[config.mk]
export PLATFORM = sky130hd
export DESIGN_NAME = priority_seq_flat
export DESIGN_NICKNAME = d
export VERILOG_FILES = /design/src/rtl/priority_seq_if.sv /design/src/rtl/priority_seq.sv /design/src/flat_wrapper.sv
export SDC_FILE = /design/constraint.sdc
export NUM_CORES = 1
export LEC_CHECK = 0
export ABC_CLOCK_PERIOD_IN_PS = 7100
export CORE_MARGIN = 5
export CORE_UTILIZATION = 53
export CTS_BUF_LIST = sky130_fd_sc_hd__clkbuf_4 sky130_fd_sc_hd__clkbuf_8
export DETAILED_ROUTE_END_ITERATION = 8
export GPL_ROUTABILITY_DRIVEN = 0
export PLACE_DENSITY = 0.88
export SETUP_SLACK_MARGIN = 0.4
export SYNTH_ARGS = -nofsm -noshare
export SYNTH_HDL_FRONTEND = slang
export SYNTH_SLANG_ARGS = --single-unit
[constraint.sdc]
create_clock -name clk_i -period 7.1 [get_ports clk_i]
set_clock_uncertainty 0.1 [all_clocks]
set_input_delay 1.775 -clock clk_i [delete_from_list [all_inputs] [get_ports clk_i]]
set_output_delay 1.775 -clock clk_i [all_outputs]
set_load 0.02 [all_outputs]
[src/rtl/priority_seq_if.sv]
`default_nettype none
// ============================================================================
// priority_seq_if : control/grant bundle between a requester and priority_seq
// Rev 1.0
// ============================================================================
interface priority_seq_if #(
  parameter int N_CH = 16,
  parameter int IW   = $clog2(N_CH)
);
  localparam int PW = $clog2(N_CH) + 1;

  logic [N_CH-1:0] ch_req_i;
  logic            arm_i;
  logic            dump_i;
  logic            disable_i;
  logic [N_CH-1:0] ch_sel_o;
  logic [IW-1:0]   ch_idx_o;
  logic            valid_o;
  logic            last_o;
  logic            busy_o;
  logic            done_o;
  logic [PW-1:0]   pending_o;

  modport master (
    output ch_req_i, arm_i, dump_i, disable_i,
    input  ch_sel_o, ch_idx_o, valid_o, last_o, busy_o, done_o, pending_o
  );

  modport slave (
    input  ch_req_i, arm_i, dump_i, disable_i,
    output ch_sel_o, ch_idx_o, valid_o, last_o, busy_o, done_o, pending_o
  );
endinterface
`default_nettype wire

[src/rtl/priority_seq.sv]
`default_nettype none
// ============================================================================
// priority_seq : arms a channel request mask and grants pending channels one
//                per dump, fixed-priority or round-robin
// Rev 1.0
// ============================================================================
module priority_seq #(
  parameter int N_CH    = 16,
  parameter int RR_MODE = 0,
  parameter int IW      = $clog2(N_CH)
) (
  input  logic          clk_i,
  input  logic          rst_i,
  priority_seq_if.slave bus
);
  localparam int            SW      = $clog2(N_CH);
  localparam int            PW      = SW + 1;
  localparam logic [SW-1:0] LAST_CH = SW'(N_CH - 1);

  typedef enum logic [1:0] {
    IDLE   = 2'd0,
    ARMED  = 2'd1,
    ACTIVE = 2'd2
  } state_t;

  state_t          state, state_d;
  logic [N_CH-1:0] mask, mask_d;
  logic [SW-1:0]   idx, idx_d;
  logic [SW-1:0]   ptr, ptr_d;
  logic            done, done_d;

  int              base;
  int              cand;
  logic            pick_found;
  logic [SW-1:0]   pick_idx;
  logic [N_CH-1:0] grant_bit;
  logic [PW-1:0]   pop;

  // Scan downward over the search offsets so the smallest offset wins.
  always_comb begin
    base = 0;
    if (RR_MODE != 0) begin
      base = int'(ptr) + 1;
      if (base >= N_CH) base = 0;
    end
    cand       = 0;
    pick_found = 1'b0;
    pick_idx   = '0;
    for (int k = N_CH - 1; k >= 0; k--) begin
      cand = base + k;
      if (cand >= N_CH) cand = cand - N_CH;
      if (mask[SW'(cand)]) begin
        pick_found = 1'b1;
        pick_idx   = SW'(cand);
      end
    end
  end

  assign grant_bit = N_CH'(1) << pick_idx;

  always_comb begin
    pop = '0;
    for (int i = 0; i < N_CH; i++) pop = pop + PW'(mask[i]);
  end

  always_comb begin
    state_d = state;
    mask_d  = mask;
    idx_d   = idx;
    ptr_d   = ptr;
    done_d  = 1'b0;
    if (bus.disable_i) begin
      state_d = IDLE;
      mask_d  = '0;
      idx_d   = '0;
    end else begin
      unique case (state)
        IDLE: begin
          if (bus.arm_i) begin
            state_d = ARMED;
            mask_d  = bus.ch_req_i;
          end
        end
        ARMED, ACTIVE: begin
          if (bus.dump_i && !pick_found) begin
            state_d = IDLE;
            mask_d  = '0;
            idx_d   = '0;
            done_d  = 1'b1;
          end else if (bus.dump_i) begin
            // Pick comes from the pre-merge mask; a re-request re-sets its bit.
            state_d = ACTIVE;
            idx_d   = pick_idx;
            ptr_d   = pick_idx;
            mask_d  = (mask & ~grant_bit) | (bus.arm_i ? bus.ch_req_i : '0);
          end else if (bus.arm_i) begin
            mask_d = mask | bus.ch_req_i;
          end
        end
        default: begin
          state_d = IDLE;
          mask_d  = '0;
          idx_d   = '0;
        end
      endcase
    end
  end

  always_ff @(posedge clk_i) begin
    if (rst_i) begin
      state <= IDLE;
      mask  <= '0;
      idx   <= '0;
      ptr   <= LAST_CH;
      done  <= 1'b0;
    end else begin
      state <= state_d;
      mask  <= mask_d;
      idx   <= idx_d;
      ptr   <= ptr_d;
      done  <= done_d;
    end
  end

  assign bus.valid_o   = (state == ACTIVE);
  assign bus.ch_sel_o  = (state == ACTIVE) ? (N_CH'(1) << idx) : '0;
  assign bus.ch_idx_o  = (state == ACTIVE) ? IW'(idx) : '0;
  assign bus.last_o    = (mask == '0);
  assign bus.busy_o    = (state != IDLE);
  assign bus.done_o    = done;
  assign bus.pending_o = pop;
endmodule
`default_nettype wire

[src/flat_wrapper.sv]
// flat-port wrapper written by rule: the top's interface ports become plain ports
module priority_seq_flat 
#(
  parameter int N_CH    = 16,
  parameter int RR_MODE = 0,
  parameter int IW      = $clog2(N_CH)
)
  (clk_i, rst_i, bus_ch_req_i, bus_arm_i, bus_dump_i, bus_disable_i, bus_ch_sel_o, bus_ch_idx_o, bus_valid_o, bus_last_o, bus_busy_o, bus_done_o, bus_pending_o);
  priority_seq_if #(.N_CH(N_CH), .IW(IW)) bus_i ();
  input  logic clk_i;
  input  logic rst_i;
  input wire logic [$bits(bus_i.ch_req_i)-1:0] bus_ch_req_i;
  input wire logic [$bits(bus_i.arm_i)-1:0] bus_arm_i;
  input wire logic [$bits(bus_i.dump_i)-1:0] bus_dump_i;
  input wire logic [$bits(bus_i.disable_i)-1:0] bus_disable_i;
  output wire logic [$bits(bus_i.ch_sel_o)-1:0] bus_ch_sel_o;
  output wire logic [$bits(bus_i.ch_idx_o)-1:0] bus_ch_idx_o;
  output wire logic [$bits(bus_i.valid_o)-1:0] bus_valid_o;
  output wire logic [$bits(bus_i.last_o)-1:0] bus_last_o;
  output wire logic [$bits(bus_i.busy_o)-1:0] bus_busy_o;
  output wire logic [$bits(bus_i.done_o)-1:0] bus_done_o;
  output wire logic [$bits(bus_i.pending_o)-1:0] bus_pending_o;
  assign bus_i.ch_req_i = bus_ch_req_i;
  assign bus_i.arm_i = bus_arm_i;
  assign bus_i.dump_i = bus_dump_i;
  assign bus_i.disable_i = bus_disable_i;
  assign bus_ch_sel_o = bus_i.ch_sel_o;
  assign bus_ch_idx_o = bus_i.ch_idx_o;
  assign bus_valid_o = bus_i.valid_o;
  assign bus_last_o = bus_i.last_o;
  assign bus_busy_o = bus_i.busy_o;
  assign bus_done_o = bus_i.done_o;
  assign bus_pending_o = bus_i.pending_o;
  priority_seq #(.N_CH(N_CH), .RR_MODE(RR_MODE), .IW(IW)) u_core (.clk_i(clk_i), .rst_i(rst_i), .bus(bus_i));
endmodule
==> results.ini, run 1 <==
[run_status]
run_status = finished, final reports clean

[global_routing]
grt_remaining_overflow = 0
track_usage_pct = 19.29
antenna_found_initial = 0
grt_pass1_vias = 1441
grt_max_degree = 21
grt_pass1_wl_mm = 6.582

[worst_setup_path]
crit_path_max_fanout = 5
cp-startpoint = u_core.mask[0]
critPathTopFamily = adder cells
cp-start-kind = register
cp_num_buf_inv = 6
end_kind = primary output
crit_type = register to primary output
crit_required_ps = 5220
crit_path_frequent_cell = fa_1
crit_slowest_cell = clkdlybuf4s50_1
cp.arrival_ps = 4610
critPathMaxStageDelay_ps = 630
path_cells = inv_1 -> ha_1 -> inv_1 -> fa_1 -> inv_1 -> fa_1 -> fa_1 -> inv_1 -> fa_1 -> fa_1 -> inv_1 -> fa_1 -> xor2_1 -> clkdlybuf4s50_1
r2r-start = u_core.state[0]

[place]
dp_hpwl_mm = 3.170
numPortBuffers = 39

[synth]
yosys.area.top_type = dfxtp_1
synth_edf_count = 0
synth_commonest_cells = inv_1, nor2_1, dfxtp_1
async_flop_share_pct = 0
synth-seq-cells = 21
ys_types = 48
synth_area_mm2 = 0.001718
ys.flop_type = dfxtp_1
yosys_warnings = 0
yosysMostFrequentCell = inv_1
avgSynthCellArea_um2 = 8.299
synth_area_leaders = dfxtp_1, fa_1, ha_1
synth_top_area_share_pct = 24.47
ys_seq_area_share_pct = 24.47
synthCells = 207

[final_layout]
drive_gt1_share_pct = 6.173
antennaDiodeCount = 0
finalNetCount = 286
syn2layout_area_growth_pct = 23.09

[sta]
slew_headroom_pct = 27.94
slew_violations = 0
finalCriticalPeriod_ps = 6486
setup_tns_ps = 0
rsz0062_at_grt = false
worst_pin_slew_ps = 1079
min_period_over_period_pct = 91.35
finalSetupViolations = 0
hold_viol_final = 0
clock.fmax_ghz = 0.1542

[clock_network]
hold_buffers = 0
cts_buffers = 3
cts.clk_slew.worst_paths_ps = 130
clock-sinks = 21
post_cts_buffers = 0
ctsRootBufferMaster = clkbuf_4
clockBufferDepth = 2
htree_levels = 1
clock_latency_ps = 320
cts_tree = built

[floorplanning]
ios = 50
die_y_um = 66.93
coreArea_mm2 = 0.003078
die-area_mm2 = 0.004480
die_w_um = 66.93
num_rows = 20
start_util_pct = 55.81

[power_and_ir_drop]
power.switching_mw = 0.1044
seqPwrFrac_pct = 43.2
swShare_pct = 35.52
leakagePower_nw = 0.8997
power.density_mw_per_mm2 = 139.0
peakVddDrop_v = 0.0001337
internal-power_mw = 0.1895
power.total_mw = 0.2939
power_frac_clock_pct = 21.1
p_comb_share_pct = 35.7

[route]
vias = 1569
drt-pass1-iter-count = 4
viasPerCell = 5.467
avgRoutedWirePerCell_um = 14.20
wl_mm = 4.075
first_iter_violations = 221
drc = 0
ant_nets = 0

[flow_run]
drv_cap = 0

[min_path]
holdCritPathClass = register to register
hold_start = u_core.state[0]

==> cell type report <==
type	instances	area (um^2)
repair buffers	39	392.9
fillers	262	963.4
multi-input cells	147	1094
flip-flops and latches	21	422.9
clock buffers	3	22.52
inverters	32	120.1
clock inverters	1	7.507
well taps	44	55.05
==> final timing paths <==
check,to,slack (ps),depth (start not counted)
setup / recovery,bus_pending_o[2],610,14
hold / removal,u_core.state[0],410,2
setup reg to reg,u_core.mask[4],4540,6
hold reg to reg,u_core.state[0],410,2
==> timing repair <==
action | 4_1_cts | 5_1_grt
resized for setup | 0 | 3
setup endpoints to repair | 0 | 4
hold endpoints to repair | 0 | 0
==> state kept, by name, indices dropped and copies added, names as in the netlist <==
| signal | flops |
|---|---|
| u_core.idx | 3 |
| u_core.mask | 16 |
| u_core.state | 2 |
==> layout by cell type, fill, tap and decap left out, types with 2 or more instances in the layout <==
master and n:
nand2_1 11, inv_1 31, fa_1 10, a32oi_1 3, dfxtp_1 19, nor3_1 3
conb_1 10, a211oi_2 2, nor2_1 22, nor4_1 2, nor3b_1 2, clkdlybuf4s50_1 38
dfxtp_2 2, ha_1 11, nand2b_1 4, a22oi_1 11, a211oi_1 2, nor2b_1 2
a21oi_1 10, a31oi_1 2, o21ai_0 9, clkbuf_4 3, nand3_1 7, and2_1 3
==> through the flow <==
step	hold slack, ps	util, %	setup WS [ps]	area, um^2	instances
6_report	408.9	68.70	614.1	2115	287
5_1_grt	425.5	68.70	394.9	2115	287
4_1_cts	407.5	68.54	517.3	2110	287
3_5_place_dp	389.5	67.56	889.5	2079	283
3_3_place_gp	370.8	67.56	989.2	2079	283
2_1_floorplan	350.9	-	1438	1752	216
==> worst min-delay path, delay by kind of cell (launching register included) <==
kind               cells  cell delay, ps
DFF                    1             360
and+or+nand+nor        1              60
AOI/OAI and AO/OA      1              60
==> logic make-up (layout without fill, tap and decap cells) <==
| group | after synthesis | in the layout | share of synthesized area, % |
|---|---|---|---|
| other cells | 1 | 10 | 0.2183 |
| buf+inv | 48 | 75 | 13.84 |
| simple gates | 65 | 65 | 20.25 |
| xor+xnor | 2 | 2 | 1.020 |
| compound gates | 49 | 49 | 20.54 |
| fa+ha+maj | 21 | 21 | 19.66 |
| flops | 21 | 21 | 24.47 |
==> layer usage <==
| layer | share of wire [%] | routed length, um | GRT usage (%) | vias up |
|---|---|---|---|---|
| li1 | - | - | - | 759 |
| met1 | 43 | 1733 | 24.72 | 740 |
| met2 | 47 | 1934 | 32.67 | 64 |
| met3 | 9.3 | 381 | 5.396 | 6 |
| met4 | 0.61 | 25 | 3.038 | 0 |
| met5 | 0 | 0 | 0 | - |
==> power by group through the flow <==
stage	clock (mW)	combinational, mW	sequential (mW)
after floorplan	0	0.0740	0.128
after global placement	0	0.102	0.129
after detailed placement	0	0.104	0.129
after CTS	0.0626	0.105	0.127
after global routing	0.0685	0.116	0.127
final	0.0620	0.105	0.127
(Power assumes the default switching activity.)
==> inputs of run 2 (changes only) <==
Settings changed: CELL_PAD_IN_SITES_DETAIL_PLACEMENT from default to 1, CELL_PAD_IN_SITES_GLOBAL_PLACEMENT from default to 2, CORE_UTILIZATION 53 to 30, PLACE_DENSITY 0.88 to default, PLACE_DENSITY_LB_ADDON from default to 0.1.
==> run 2 against run 1 <==
Effect of this change:
- non-clock buffer count unchanged
- critical path depth unchanged
- worst hold slack worse by 16 ps
- combinational power about the same
- cell count up 9.8%
==> results.ini, run 2 (synthesis gave the netlist of run 1 again) <==
[worst_setup_path]
rr_worst_depth = 6
cp.arrival_ps = 4590
crit_type = register to primary output
crit_required_ps = 5220
cp-start-kind = register
reg2reg_to = u_core.mask[4]
crit_path_max_fanout = 4
reg2reg_slack_ps = 4480
r2r-start = u_core.state[0]
end_kind = primary output

[final_layout]
top_regs = u_core.mask x16, u_core.idx x3, u_core.state x2
stdcell_area_mm2 = 0.002170
finalNetCount = 286
regMostFlops = u_core.mask
nFillCells = 670
layout_commonest_cell = clkdlybuf4s50_1
instances_no_fill = 315
syn2layout_area_growth_pct = 26.29
drive_gt1_share_pct = 5.761
largest_reg_flops = 16
layout_common_cells = clkdlybuf4s50_1, inv_1, nor2_1, dfxtp_1
antennaDiodeCount = 0

[global_routing]
grt_remaining_overflow = 0
track_usage_pct = 12.57
grt_max_degree = 21
grt_pass1_wl_mm = 7.541
antenna_found_initial = 0
grt_pass1_vias = 1478

[sta]
min_period_over_period_pct = 91.09
finalCriticalPeriod_ps = 6467
rsz0062_at_grt = false
slew_headroom_pct = 26.03
slew_violations = 0
worst_pin_slew_ps = 1108
hold_viol_final = 0
setup_tns_ps = 0
finalSetupViolations = 0
clock.fmax_ghz = 0.1546

[power_and_ir_drop]
leakagePower_nw = 0.9257
power.density_mw_per_mm2 = 145.1
peakVddDrop_v = 0.00007137
power.total_mw = 0.3147

[flow_run]
drv_cap = 0

[min_path]
hold_start = u_core.state[0]
hold_depth = 2
hold_end = u_core.state[0]
holdCritPathClass = register to register

[route]
ant_nets = 0
avgRoutedWirePerCell_um = 14.30
wl_mm = 4.506
first_iter_violations = 57
vias = 1526
viasPerCell = 4.844
drt-pass1-iter-count = 4
drc = 0

[place]
dp_hpwl_mm = 3.690
placed_cell_area_mm2 = 0.002115
dp_cells = 311
numPortBuffers = 39

[floorplanning]
ios = 50
die-area_mm2 = 0.007339
die_w_um = 85.67
die_y_um = 85.67
start_util_pct = 31.01
coreArea_mm2 = 0.005540
num_rows = 27

[clock_network]
ctsRootBufferMaster = clkbuf_8
cts.clk_slew.worst_paths_ps = 90
cts_tree = built
cts_buffers = 3
clock-sinks = 21
clock_latency_ps = 260
htree_levels = 1
clockBufferDepth = 2
hold_buffers = 0

[run_status]
run_status = finished, final reports clean

run 2: worst max path at each step:
stage / start / end / depth (start not counted)
final: u_core.mask[1] / bus_pending_o[2] / 14
after global routing: u_core.mask[1] / bus_pending_o[2] / 14
after CTS: u_core.mask[0] / bus_pending_o[4] / 15
after detailed placement: u_core.mask[0] / bus_pending_o[4] / 15
after global placement: u_core.mask[0] / bus_pending_o[4] / 15
after floorplan: u_core.mask[1] / bus_pending_o[4] / 14
run 2: what timing repair did:
action                     4_1_cts  5_1_grt
buffers inserted                 0        0
gates resized for setup          0        3
setup endpoints to repair        0        2
run 2: final cells by class:
type                            instances  area (um^2)  share of cell area [%]
Clock buffer                            3        41.29                   1.903
Clock inverter                          1        7.507                  0.3460
Multi-Input combinational cell        147         1094                   50.40
Tap cell                               72        90.09                   4.152
Timing Repair Buffer                   39        395.4                   18.22
Sequential cell                        21        421.7                   19.43
Inverter                               32        120.1                   5.536
run 2: per-layer routing:
| metal | track usage, % | vias up | share of wire, % | wire length, um |
|---|---|---|---|---|
| met1 | 18.89 | 740 | 53 | 2374 |
| li1 | - | 754 | - | - |
| met2 | 18.93 | 30 | 43 | 1928 |
| met5 | 0 | - | 0 | 0 |
| met3 | 2.786 | 2 | 4.1 | 185 |
| met4 | 1.295 | 0 | 0.42 | 19 |
run 2: report_power, final:
part           switching, mW  internal [mW]
clock                 0.0428         0.0396
sequential           0.00524          0.122
combinational         0.0591         0.0463
total                  0.107          0.208
run 2: metrics by stage:
step	setup slack (ps)	util, %	hold WS [ps]
after floorplan	1438	-	350.9
after global placement	927.5	38.17	381.0
after detailed placement	870.9	38.17	386.9
after CTS	570.4	39.05	401.6
after global routing	436.2	39.16	440.2
final	632.8	39.16	393.0
run 2: worst max-delay path, cell delays in order, from the launching register on:
cell and delay (ps):
dfxtp_1 430, inv_1 130, ha_1 300, inv_1 50
fa_1 470, inv_1 50, fa_1 470, fa_1 520
inv_1 50, fa_1 440, fa_1 370, inv_1 90
fa_1 210, xor2_1 150, clkdlybuf4s50_1 620
==> inputs of run 3 (changes only) <==
Settings changed: ABC_CLOCK_PERIOD_IN_PS 7100 to 6950, CORE_UTILIZATION 30 to 28, CTS_CLUSTER_DIAMETER from default to 60.
Clock period 7.1 ns to 6.95 ns, I/O delays scaled along.
==> run 3 against run 2 <==
Effect of this change:
- flip-flop and latch count unchanged
- clock-buffer cell count unchanged
- sequential share of layout area barely moved
- wire length up 5.4%
- die area rose by 6.3%
- power is 3.4% higher
- critical path type unchanged
- critical endpoint is now bus_pending_o[3]
- largest power group unchanged
- highest routed layer unchanged
==> results.ini, run 3 (synthesis gave the netlist of run 1 again) <==
[run_status]
run_status = finished, final reports clean

[worst_setup_path]
cp-start-kind = register
crit_path_max_fanout = 5
crit_type = register to primary output
critPathMaxStageDelay_ps = 550
crit_path_frequent_cell = inv_1
crit_slowest_cell = fa_1
reg2reg_to = u_core.mask[4]
path_cells = inv_1 -> ha_1 -> inv_1 -> fa_1 -> inv_1 -> fa_1 -> inv_1 -> fa_1 -> fa_1 -> inv_1 -> ha_1 -> a21o_1 -> a21oi_1 -> xnor2_1 -> dlygate4sd2_1
cp.arrival_ps = 4310
reg2reg_slack_ps = 4330
r2r-start = u_core.state[0]
rr_worst_depth = 6
crit_required_ps = 5110
end_kind = primary output

[power_and_ir_drop]
power.density_mw_per_mm2 = 149.8
leakagePower_nw = 0.9491
peakVddDrop_v = 0.00006215

[clock_network]
cts_tree = built
cts.clk_slew.worst_paths_ps = 90
clockBufferDepth = 2
ctsRootBufferMaster = clkbuf_8
clock_latency_ps = 270
cts_buffers = 3
post_cts_buffers = 0
htree_levels = 1
clock-sinks = 21

[route]
first_iter_violations = 56
viasPerCell = 4.802
ant_nets = 0
drt-pass1-iter-count = 4
met1Wirelength_mm = 2.149
vias = 1527
drc = 0
wl_met2_mm = 2.322
highest_layer = met4
dr_wl_met3_um = 221
wl_mm = 4.750
avgRoutedWirePerCell_um = 14.94

[final_layout]
antennaDiodeCount = 0
syn2layout_area_growth_pct = 26.51
largest_reg_flops = 16
finalNetCount = 286
layout_commonest_cell = clkdlybuf4s50_1
layout_common_cells = clkdlybuf4s50_1, inv_1, nor2_1, dfxtp_1
regMostFlops = u_core.mask
drive_gt1_share_pct = 6.173
stdcell_area_mm2 = 0.002173
top_regs = u_core.mask x16, u_core.idx x3, u_core.state x2

[floorplanning]
start_util_pct = 28.84
die-area_mm2 = 0.007802
die_y_um = 88.33
ios = 50
num_rows = 28
coreArea_mm2 = 0.005956
die_w_um = 88.33

[min_path]
hold_end = u_core.state[0]
hold_depth = 2
hold_start = u_core.state[0]
holdCritPathClass = register to register

[place]
placed_cell_area_mm2 = 0.002118
dp_hpwl_mm = 3.836
numPortBuffers = 39

[sta]
rsz0062_at_grt = false
setup_tns_ps = 0
worst_pin_slew_ps = 1104
slew_violations = 0
hold_viol_final = 0
finalSetupViolations = 0
slew_headroom_pct = 26.30
clock.fmax_ghz = 0.1627
finalCriticalPeriod_ps = 6145
min_period_over_period_pct = 88.41

[global_routing]
grt_pass1_wl_mm = 7.886
grt_remaining_overflow = 0
track_usage_pct = 13.13
grt_max_degree = 21
antenna_found_initial = 0
grt_pass1_vias = 1585

[flow_run]
drv_cap = 0

## run 3: layout make-up
| class | count | area [um^2] |
|---|---|---|
| clock buffer | 3 | 41.29 |
| sequential | 21 | 422.9 |
| tap | 75 | 93.84 |
| timing repair buffer | 39 | 396.6 |
| fill | 732 | 3782 |
| clock inverter | 1 | 5.005 |
| multi-input combinational | 147 | 1094 |
| inverter | 32 | 120.1 |
## run 3: metrics by stage
stage	setup slack (ps)	cells	hold WS, ps	util (%)	total power [mW]
after floorplan	1325	216	350.9	-	0.2063
after global placement	790.3	314	385.3	35.57	0.2432
after detailed placement	729.1	314	389.6	35.57	0.2435
after CTS	407.5	318	401.0	36.32	0.3352
after global routing	553.9	318	427.4	36.49	0.3501
final	805.4	318	400.0	36.49	0.3255
## run 3: what timing repair did
| action | in CTS | in global routing |
|---|---|---|
| resized for setup | 1 | 5 |
| pin swaps | 0 | 0 |
| setup endpoints to repair | 1 | 3 |
| hold buffers | 0 | 0 |
## run 3: worst max-delay path by stage
stage               depth (start not counted)      startpoint  slack (ps)                to
floorplan                                  14  u_core.mask[1]        1330  bus_pending_o[4]
global placement                           15  u_core.mask[0]         790  bus_pending_o[3]
detailed placement                         15  u_core.mask[0]         730  bus_pending_o[3]
CTS                                        15  u_core.mask[0]         410  bus_pending_o[4]
global route                               15  u_core.mask[0]         550  bus_pending_o[3]
finish                                     15  u_core.mask[0]         810  bus_pending_o[3]
## run 3: worst max-delay path, delay by kind of cell, from the launching register on
family	cells	cell delay, ps
adders and majority gates	6	2440
buffers and inverters	6	720
AOI/OAI and AO/OA	2	340
xor gates and xnor gates	1	140
DFF	1	390
## run 3: metal layers
layer / vias to the layer above / global-route usage [%]
li1: 756 / -
met1: 732 / 16.58
met2: 34 / 23.05
met3: 5 / 2.142
met4: 0 / 3.709
met5: - / 0
## run 3: power by group
part           switching, mW  internal (mW)  leakage [nW]  total, mW
clock network         0.0476         0.0401        0.0255     0.0877
logic                 0.0611         0.0471         0.752      0.108
registers            0.00537          0.124         0.172      0.130
total                  0.114          0.211         0.949      0.326
